### config.mk
export PLATFORM = sky130hd
export DESIGN_NAME = i2c_wr_arbiter_flat
export DESIGN_NICKNAME = d
export VERILOG_FILES = /design/src/rtl/i2c_wr_arbiter_pkg.sv /design/src/rtl/i2c_wr_arbiter_if.sv /design/src/rtl/i2c_wr_arbiter_rr_pick.sv /design/src/rtl/i2c_wr_arbiter.sv /design/src/flat_wrapper.sv
export SDC_FILE = /design/constraint.sdc
export NUM_CORES = 1
export LEC_CHECK = 0
export BUFFER_PORTS_ARGS = -buffer_cell sky130_fd_sc_hd__buf_2
export CAP_MARGIN = 20
export CORE_MARGIN = 2
export CORE_UTILIZATION = 29
export CTS_CLUSTER_DIAMETER = 200
export DETAILED_ROUTE_END_ITERATION = 7
export MAX_ROUTING_LAYER = met4
export SYNTH_ARGS = -nofsm -noshare
export SYNTH_HDL_FRONTEND = slang
export SYNTH_SLANG_ARGS = --single-unit
### constraint.sdc
create_clock -name clk -period 2.1 [get_ports clk]
set_input_delay 0.105 -clock clk [delete_from_list [all_inputs] [get_ports clk]]
set_output_delay 0.105 -clock clk [all_outputs]
set_load 0.02 [all_outputs]
### src/rtl/i2c_wr_arbiter_pkg.sv
// Shared types for the I2C write arbiter: FSM states and retry-gap sizing.
package i2c_arb_pkg;

  typedef enum logic [2:0] {
    IDLE  = 3'd0,
    ISSUE = 3'd1,
    WAIT  = 3'd2,
    GAP   = 3'd3,
    REL   = 3'd4
  } state_t;

  // Retry gap is 2**GAP_LOG2 cycles.
  localparam int GAP_LOG2 = 8;

  // Requester index width; covers up to 4 requesters.
  localparam int IDX_W = 2;

endpackage

### src/rtl/i2c_wr_arbiter_if.sv
// Requester and I2C24Wrt master-side signals of the write arbiter.
interface i2c_wr_arbiter_if #(
  parameter int NREQ = 2
);

  logic [NREQ-1:0]    req;
  logic [16*NREQ-1:0] cmd_in;
  logic [NREQ-1:0]    gnt;
  logic [NREQ-1:0]    done;
  logic [NREQ-1:0]    err;
  logic               busy;
  logic [15:0]        m_data16;
  logic               m_wrt;
  logic               m_done;
  logic               m_err;

  // Arbiter side.
  modport slave (
    input  req, cmd_in, m_done, m_err,
    output gnt, done, err, busy, m_data16, m_wrt
  );

  // Requesters plus the write master.
  modport master (
    output req, cmd_in, m_done, m_err,
    input  gnt, done, err, busy, m_data16, m_wrt
  );

endinterface

### src/rtl/i2c_wr_arbiter_rr_pick.sv
// Combinational round-robin picker: first set req bit searching from last_owner+1 with wrap.
module rr_pick
  import i2c_arb_pkg::*;
#(
  parameter int NREQ = 2
) (
  input  logic [NREQ-1:0]  req,
  input  logic [IDX_W-1:0] last_owner,
  output logic [NREQ-1:0]  win_oh,
  output logic [IDX_W-1:0] win_idx,
  output logic             any_req
);

  logic [IDX_W-1:0] pos;
  logic [NREQ-1:0]  pos_oh;

  always_comb begin
    win_oh  = '0;
    win_idx = '0;
    any_req = 1'b0;
    pos     = '0;
    pos_oh  = '0;
    for (int k = 1; k <= NREQ; k++) begin
      pos    = IDX_W'((int'(last_owner) + k) % NREQ);
      pos_oh = NREQ'(1) << pos;
      if (!any_req && |(req & pos_oh)) begin
        any_req = 1'b1;
        win_oh  = pos_oh;
        win_idx = pos;
      end
    end
  end

endmodule

### src/rtl/i2c_wr_arbiter.sv
// Round-robin arbiter sharing one I2C24Wrt write master; issues the winner's command,
// waits for the master handshake, retries NACK/timeout with a gap, pulses done/err.
module i2c_wr_arbiter
  import i2c_arb_pkg::*;
#(
  parameter int NREQ      = 2,
  parameter int MAX_RETRY = 3,
  parameter int TMO_W     = 18
) (
  input logic            clk,
  input logic            rst_n,
  i2c_wr_arbiter_if.slave bus
);

  localparam int RTY_W = (MAX_RETRY < 1) ? 1 : $clog2(MAX_RETRY + 1);

  state_t           state;
  logic [IDX_W-1:0] owner;
  logic [IDX_W-1:0] last_owner;
  logic [TMO_W-1:0] timer;
  logic [RTY_W-1:0] retry;
  logic [NREQ-1:0]  gnt_q;
  logic [NREQ-1:0]  done_q;
  logic [NREQ-1:0]  err_q;
  logic             busy_q;
  logic             m_wrt_q;
  logic [15:0]      m_data16_q;

  logic [NREQ-1:0]  win_oh;
  logic [IDX_W-1:0] win_idx;
  logic             any_req;
  logic             xfer_fail;

  rr_pick #(.NREQ(NREQ)) u_pick (
    .req        (bus.req),
    .last_owner (last_owner),
    .win_oh     (win_oh),
    .win_idx    (win_idx),
    .any_req    (any_req)
  );

  // A completion in the timeout cycle counts as a completion, not a timeout.
  assign xfer_fail = bus.m_done ? bus.m_err : (timer == '1);

  always_ff @(posedge clk or negedge rst_n) begin
    if (!rst_n) begin
      state      <= IDLE;
      owner      <= '0;
      last_owner <= IDX_W'(NREQ - 1);
      timer      <= '0;
      retry      <= '0;
      gnt_q      <= '0;
      done_q     <= '0;
      err_q      <= '0;
      busy_q     <= 1'b0;
      m_wrt_q    <= 1'b0;
      m_data16_q <= '0;
    end else begin
      m_wrt_q <= 1'b0;
      done_q  <= '0;
      err_q   <= '0;
      case (state)
        IDLE: begin
          if (any_req) begin
            owner      <= win_idx;
            m_data16_q <= 16'(bus.cmd_in >> (16 * int'(win_idx)));
            retry      <= '0;
            gnt_q      <= win_oh;
            busy_q     <= 1'b1;
            m_wrt_q    <= 1'b1;
            state      <= ISSUE;
          end
        end
        ISSUE: begin
          timer <= '0;
          state <= WAIT;
        end
        WAIT: begin
          timer <= timer + 1'b1;
          if (bus.m_done && !bus.m_err) begin
            done_q     <= gnt_q;
            last_owner <= owner;
            state      <= REL;
          end else if (xfer_fail) begin
            if (int'(retry) < MAX_RETRY) begin
              retry <= retry + 1'b1;
              timer <= '0;
              state <= GAP;
            end else begin
              err_q      <= gnt_q;
              last_owner <= owner;
              state      <= REL;
            end
          end
        end
        GAP: begin
          timer <= timer + 1'b1;
          if (timer[GAP_LOG2-1:0] == '1) begin
            m_wrt_q <= 1'b1;
            state   <= ISSUE;
          end
        end
        REL: begin
          gnt_q  <= '0;
          busy_q <= 1'b0;
          state  <= IDLE;
        end
        default: state <= IDLE;
      endcase
    end
  end

  assign bus.gnt      = gnt_q;
  assign bus.done     = done_q;
  assign bus.err      = err_q;
  assign bus.busy     = busy_q;
  assign bus.m_wrt    = m_wrt_q;
  assign bus.m_data16 = m_data16_q;

endmodule

### src/flat_wrapper.sv
// flat-port wrapper written by rule: the top's interface ports become plain ports
module i2c_wr_arbiter_flat import i2c_arb_pkg::*;
#(
  parameter int NREQ      = 2,
  parameter int MAX_RETRY = 3,
  parameter int TMO_W     = 18
)
  (clk, rst_n, bus_req, bus_cmd_in, bus_m_done, bus_m_err, bus_gnt, bus_done, bus_err, bus_busy, bus_m_data16, bus_m_wrt);
  i2c_wr_arbiter_if #(.NREQ(NREQ)) bus_i ();
  input logic clk;
  input logic rst_n;
  input wire logic [$bits(bus_i.req)-1:0] bus_req;
  input wire logic [$bits(bus_i.cmd_in)-1:0] bus_cmd_in;
  input wire logic [$bits(bus_i.m_done)-1:0] bus_m_done;
  input wire logic [$bits(bus_i.m_err)-1:0] bus_m_err;
  output wire logic [$bits(bus_i.gnt)-1:0] bus_gnt;
  output wire logic [$bits(bus_i.done)-1:0] bus_done;
  output wire logic [$bits(bus_i.err)-1:0] bus_err;
  output wire logic [$bits(bus_i.busy)-1:0] bus_busy;
  output wire logic [$bits(bus_i.m_data16)-1:0] bus_m_data16;
  output wire logic [$bits(bus_i.m_wrt)-1:0] bus_m_wrt;
  assign bus_i.req = bus_req;
  assign bus_i.cmd_in = bus_cmd_in;
  assign bus_i.m_done = bus_m_done;
  assign bus_i.m_err = bus_m_err;
  assign bus_gnt = bus_i.gnt;
  assign bus_done = bus_i.done;
  assign bus_err = bus_i.err;
  assign bus_busy = bus_i.busy;
  assign bus_m_data16 = bus_i.m_data16;
  assign bus_m_wrt = bus_i.m_wrt;
  i2c_wr_arbiter #(.NREQ(NREQ), .MAX_RETRY(MAX_RETRY), .TMO_W(TMO_W)) u_core (.clk(clk), .rst_n(rst_n), .bus(bus_i));
endmodule
* Yosys cells after proc, flatten, opt, wreduce, memory -nomap -nowiden
Cells that the tools add are included.
Word-level totals: register bits after elaboration 49, output and inout port bits 24, input port bits 38, logic and storage cells 90
Operators by class: bitwise gates (word level) 4, equality and inequality tests 13, reduce and logical (&&, ||, !) cells 16, $lt $le $gt $ge 1, add/subtract/negate cells 4, multiplexer cells 38, shifts and indexed selects 3
Operators with widths (count):
- $mux 18 | 3
- $pmux 18 s3 | 1
- $shr 32x6->16 | 1
- $mux 2 | 15
- $add 18x1->18 const B | 1
- $eq 18x18->1 const B | 1
- $mux 3 | 5
- $pmux 3 s4 | 1
- $ne 2x1->1 const B | 5
- $mux 1 | 9
- $eq 8x8->1 const B | 1
- $pmux 2 s2 | 2
- $eq 3x2->1 const B | 2
- $reduce_and 3->1 | 2
- $reduce_bool 2->1 | 3
- $reduce_and 5->1 | 1
- $and 2x2->2 | 2
- $pmux 1 s2 | 2
- $reduce_and 2->1 | 2
- $reduce_or 2->1 | 2
- $shl 1x2->2 const A | 2
- $eq 3x1->1 const B | 1
- $eq 3x3->1 const B | 1
- $logic_not 3->1 | 1
- 9 further kinds | 13

* Longest topological paths before layout
word-level depth 11, gate-level depth with buffers 7, gate-level depth less buffers 6

* Modules after synthesis
Synthesis repeated with hierarchy kept, for this count alone.
Unflattened totals: cell total of the unflattened synthesis 259, area, all modules 2561.2 um^2
By module, submodules not included:
- i2c_wr_arbiter | times used 1, sequential area each 1277.5 um^2, cells each 252, area an instance 2517.4 um^2
- rr_pick | times used 1, sequential area each 0.0 um^2, cells each 7, area an instance 43.8 um^2

* Least setup slack after synthesis
No wires, ideal clock.
path type reg2reg, start point register u_core.retry[0], end point register u_core.timer[8], path buffers 1, arrival 1.550 ns, cell stages (with the launch flop) 7, setup time 0.119 ns, slack 0.431 ns, data required time 1.981 ns, period minus slack after synthesis 1.669 ns, path through dfrtp_1 > ha_1 > nor2_1 > a31oi_1 > a21oi_4 > buf_8 > nor2_2
On the way: cells in the longest elaborated chain, start to end 5
RTL lines:
- start, declared | RTL line i2c_wr_arbiter.sv:21 | logic [RTY_W-1:0] retry;
- start signal, assigned | RTL line i2c_wr_arbiter.sv:86 | retry <= retry + 1'b1;
- $lt 2x2->1 | RTL line i2c_wr_arbiter.sv:85 | if (int'(retry) < MAX_RETRY) begin
- $mux 18 | RTL line i2c_wr_arbiter.sv:85
- $mux 18 | RTL line i2c_wr_arbiter.sv:84 | end else if (xfer_fail) begin
- $mux 18 | RTL line i2c_wr_arbiter.sv:80 | if (bus.m_done && !bus.m_err) begin
- $pmux 18 s3 | RTL line i2c_wr_arbiter.sv:62 | case (state)
- end signal, assigned | RTL line i2c_wr_arbiter.sv:79 | timer <= timer + 1'b1;
- end signal, assigned | RTL line i2c_wr_arbiter.sv:97 | timer <= timer + 1'b1;
- end, declared | RTL line i2c_wr_arbiter.sv:20 | logic [TMO_W-1:0] timer;
No other way between the ends. A chain may end at the register's enable or synchronous reset.

* Worst setup path after layout
start point register u_core.timer[0], end point register u_core.last_owner[0]
On the way: cells in the longest elaborated chain, start to end 4
RTL lines:
- $eq 18x18->1 | RTL line i2c_wr_arbiter.sv:43 | assign xfer_fail = bus.m_done ? bus.m_err : (timer == '1);
- $mux 1 | RTL line i2c_wr_arbiter.sv:43
- $reduce_bool 2->1 (no source line)
- $reduce_and 3->1 (no source line)
- end signal, assigned | RTL line i2c_wr_arbiter.sv:49 | last_owner <= IDX_W'(NREQ - 1);
- end signal, assigned | RTL line i2c_wr_arbiter.sv:82 | last_owner <= owner;
- end signal, assigned | RTL line i2c_wr_arbiter.sv:91 | last_owner <= owner;
- end, declared | RTL line i2c_wr_arbiter.sv:19 | logic [IDX_W-1:0] last_owner;
No other way between the ends.

==> impl_metrics.csv <==
group,metric,value,unit
power_and_ir_drop,power.density,1150,nW/um^2
drt,routed.top_layer,"met4",
clock_tree,clock_sinks,49,
grt,track_usage,11.7,%
synthesis,ys_warn_count,0,
placement,placed_area,2940,sq um
run_status,outcome,"finished, final reports clean",
clock_tree,post-cts-setup-buffer-count,0,
synthesis,syn_area_per_cell,10.6,sq um
sta,final_hold_viol_count,0,
drt,wl_met3,324,um
floorplanning,dieHeight,97.1,um
drt,wl_met2,2240,um
sta,holdWs,0.0961,ns
synthesis,yosysMostFrequentCell,"dfrtp_1",
setup_path,start_kind,"register",
power_and_ir_drop,leakagePower,1.43,nW
sta,tightest_slew,0.608,ns
floorplanning,pin_count,62,
grt,grt_pass1_wl,9010,um
synthesis,ys_top_cells_by_area,"dfrtp_1 (48%), mux2i_1 (6.4%), nor2_1 (4.5%), a21oi_1 (4.0%), xor2_1 (3.8%)",
setup_path,crit_buf_inv,0,
synthesis,synth_edf_count,0,
sta,tns,0,ns
synthesis,synth_flop_cell,"dfrtp_1",
setup_path,critPathMaxStageDelay,0.40,ns
drt,vias,1938,
sta,postLayoutSetupSlackWorst,0.267,ns
clock_tree,clkLatencyLatePin,0.30,ns
sta,setup_viol_count_final,0,
grt,grt_pass1_vias,1999,
setup_path,critical-path-top-delay-family,"simple AND/OR/NAND/NOR gates",
job,maxCapViolations,0,
synthesis,synthTopCellsByCount,"dfrtp_1 (48), nor2_1 (30), a21oi_1 (20)",
placement,pre_cts_ws,0.266,ns
clock_tree,root_buffer,"clkbuf_8",
sta,final_max_slew_viol_count,0,
synthesis,synth_top_area_share,47.8,%
placement,place.gp.congestion,0.717,
floorplanning,start_util,30.3,%
grt,grt_max_degree,33,
floorplanning,design.core.area,8300,sq um
drt,drcViolationCount,0,
layout,diodes,0,
synthesis,yosys.area.top_type,"dfrtp_1",
floorplanning,dieWidth,97.1,um
sta,fin_skew,0.00474,ns
power_and_ir_drop,vdd_drop_max,683,uV
drt,vias_per_cell,4.76,
setup_path,critPathCaptureType,"register",
grt,overflow,0,
worst_hold_path,hold_class,"input port to register",
clock_tree,cts_tree,"yes",
floorplanning,fp-row-count,33,
synthesis,syn_inst,237,
drt,drt_iter0_drc,66,
layout,layout.nets,341,
setup_path,crit_path_top_delay_cell,"dfrtp_1",
drt,ant_nets,0,
floorplanning,die_area,9430,sq um
placement,dp_hpwl,3830,um
sta,max_slew_margin,59.5,%
setup_path,crit_required,2.33,ns
sta,finalCriticalPeriod,1.83,ns
drt,routed_wl,5140,um
synthesis,synthArstFlopShare,100,%
layout,synthToLayoutAreaGrowth,21.3,%
drt,wire_per_inst,12.6,um
setup_path,critPathKind,"register to register",
synthesis,yosysUniqueCellTypes,50,
clock_tree,clkTransAtPathRegs,0.09,ns
layout,final_area,3050,sq um
setup_path,critPathMaxFanout,6,
drt,firstDrtPassIters,4,
layout,layout.core_utilization,36.8,%
clock_tree,clockBufferDepth,2,
synthesis,syn_area,2510,sq um
grt,antenna_found_initial,0,
setup_path,crit_arrival,2.06,ns
clock_tree,cts_buffers,5,
placement,numPortBuffers,61,
layout,layout-drive-gt1-share,34.1,%
synthesis,ys_seq_area_share,48.8,%
sta,rsz0062_at_grt,"false",
sta,max_freq,545,MHz
sta,finalCritPeriodShare,87.3,%
clock_tree,cts.htree.levels,2,
synthesis,synth_nets,277,
synthesis,yosys_register_bits,49,
drt,wl_met1,2490,um
setup_path,crit_chain,"ha_1 -> nand3_1 -> nor2_4 -> a21oi_2 -> nor3_2 -> mux2_1",
[flip-flops by register name, indices dropped and copies added, names as in the netlist]
| register | count |
|---|---|
| u_core.bus.busy | 1 |
| u_core.bus.done | 2 |
| u_core.bus.err | 2 |
| u_core.bus.gnt | 2 |
| u_core.bus.m_data16 | 16 |
| u_core.bus.m_wrt | 1 |
| u_core.last_owner | 1 |
| u_core.owner | 1 |
| u_core.retry | 2 |
| u_core.state | 3 |
| u_core.timer | 18 |
[cells by family after synthesis]
kind of cell    Yosys count  synth area share (%)
mux                      18                  7.26
fa+ha+maj                 2                 0.995
simple gates             94                  22.5
flops                    49                  48.8
xor+xnor                 15                  5.22
compound gates           44                  11.7
buf+inv                  15                  3.48
[layer usage]
metal	global-route usage, %	up-vias
met5	-	-
met4	4.23	0
met3	2.66	9
met2	17.7	70
met1	15.6	900
li1	-	959
[layout by cell type, fill, tap and decap left out, types with 2 or more instances in the layout]
| cell type | Yosys | layout |
|---|---|---|
| nor2_1 | 30 | 30 |
| nand4_1 | 4 | 4 |
| nand4_4 | 2 | 2 |
| a31oi_1 | 3 | 3 |
| nor2_2 | 11 | 11 |
| nand3b_1 | 3 | 3 |
| dfrtp_1 | 48 | 48 |
| and3_1 | 8 | 8 |
| xnor2_1 | 4 | 4 |
| buf_2 | 7 | 61 |
| xor2_1 | 11 | 11 |
| o21ai_0 | 5 | 5 |
| a21oi_1 | 20 | 20 |
| inv_1 | 4 | 4 |
| and4_1 | 3 | 3 |
| a22oi_1 | 2 | 2 |
| clkbuf_8 | 0 | 7 |
| nand3_1 | 7 | 7 |
| mux2i_1 | 16 | 16 |
| and2_1 | 2 | 2 |
| nand2_1 | 13 | 13 |
| nor2_4 | 2 | 2 |
| buf_4 | 3 | 5 |
| ha_1 | 2 | 2 |
[tightest hold or removal path, stage by stage]
cell and delay [ns]:
buf_2 0.07, mux2i_1 0.05, a21oi_1 0.13
[area by class of cell]
cell class	instances	area, sq um
fillers	830	5250
repair buffers	68	373
flip-flops and latches	49	1230
inverters	4	15.0
well taps	105	131
clock buffers	7	96.3
multi-input cells	173	1200
clock inverters	1	5.00
[per-stage QoR]
step           instances  total power, mW
2_1_floorplan        237             2.49
3_3_place_gp         398             2.88
3_5_place_dp         398             2.92
4_1_cts              407             3.54
5_1_grt              407             3.76
6_report             407             3.50
[power by group]
group / switching [mW] / internal, mW / total (mW)
Clock: 0.302 / 0.298 / 0.600
Combinational: 0.874 / 0.554 / 1.43
Sequential: 0.246 / 1.22 / 1.47
Total: 1.42 / 2.08 / 3.50
[repair_timing]
action,in CTS,in global routing
hold buffers,1,0
endpoints found under the hold margin,24,0
resized for setup,0,0
[worst paths after layout]
check / startpoint / endpoint / slack (ns) / cells after the start
worst max register to register: u_core.timer[0]$_DFFE_PN0P_ / u_core.last_owner[0]$_DFFE_PN1P_ / 0.27 / 6
min in group asynchronous: rst_n / u_core.bus.m_data16[1]$_DFFE_PN0P_ / 0.34 / 2
worst min register to register: u_core.owner[0]$_DFFE_PN0P_ / u_core.last_owner[0]$_DFFE_PN1P_ / 0.51 / 1
worst max-delay path: u_core.timer[0]$_DFFE_PN0P_ / u_core.last_owner[0]$_DFFE_PN1P_ / 0.27 / 6
max in group asynchronous: rst_n / u_core.last_owner[0]$_DFFE_PN1P_ / 1.14 / 3
worst min-delay path: bus_cmd_in[4] / u_core.bus.m_data16[4]$_DFFE_PN0P_ / 0.1 / 3
No activity file was read; power rests on OpenSTA's default activity.
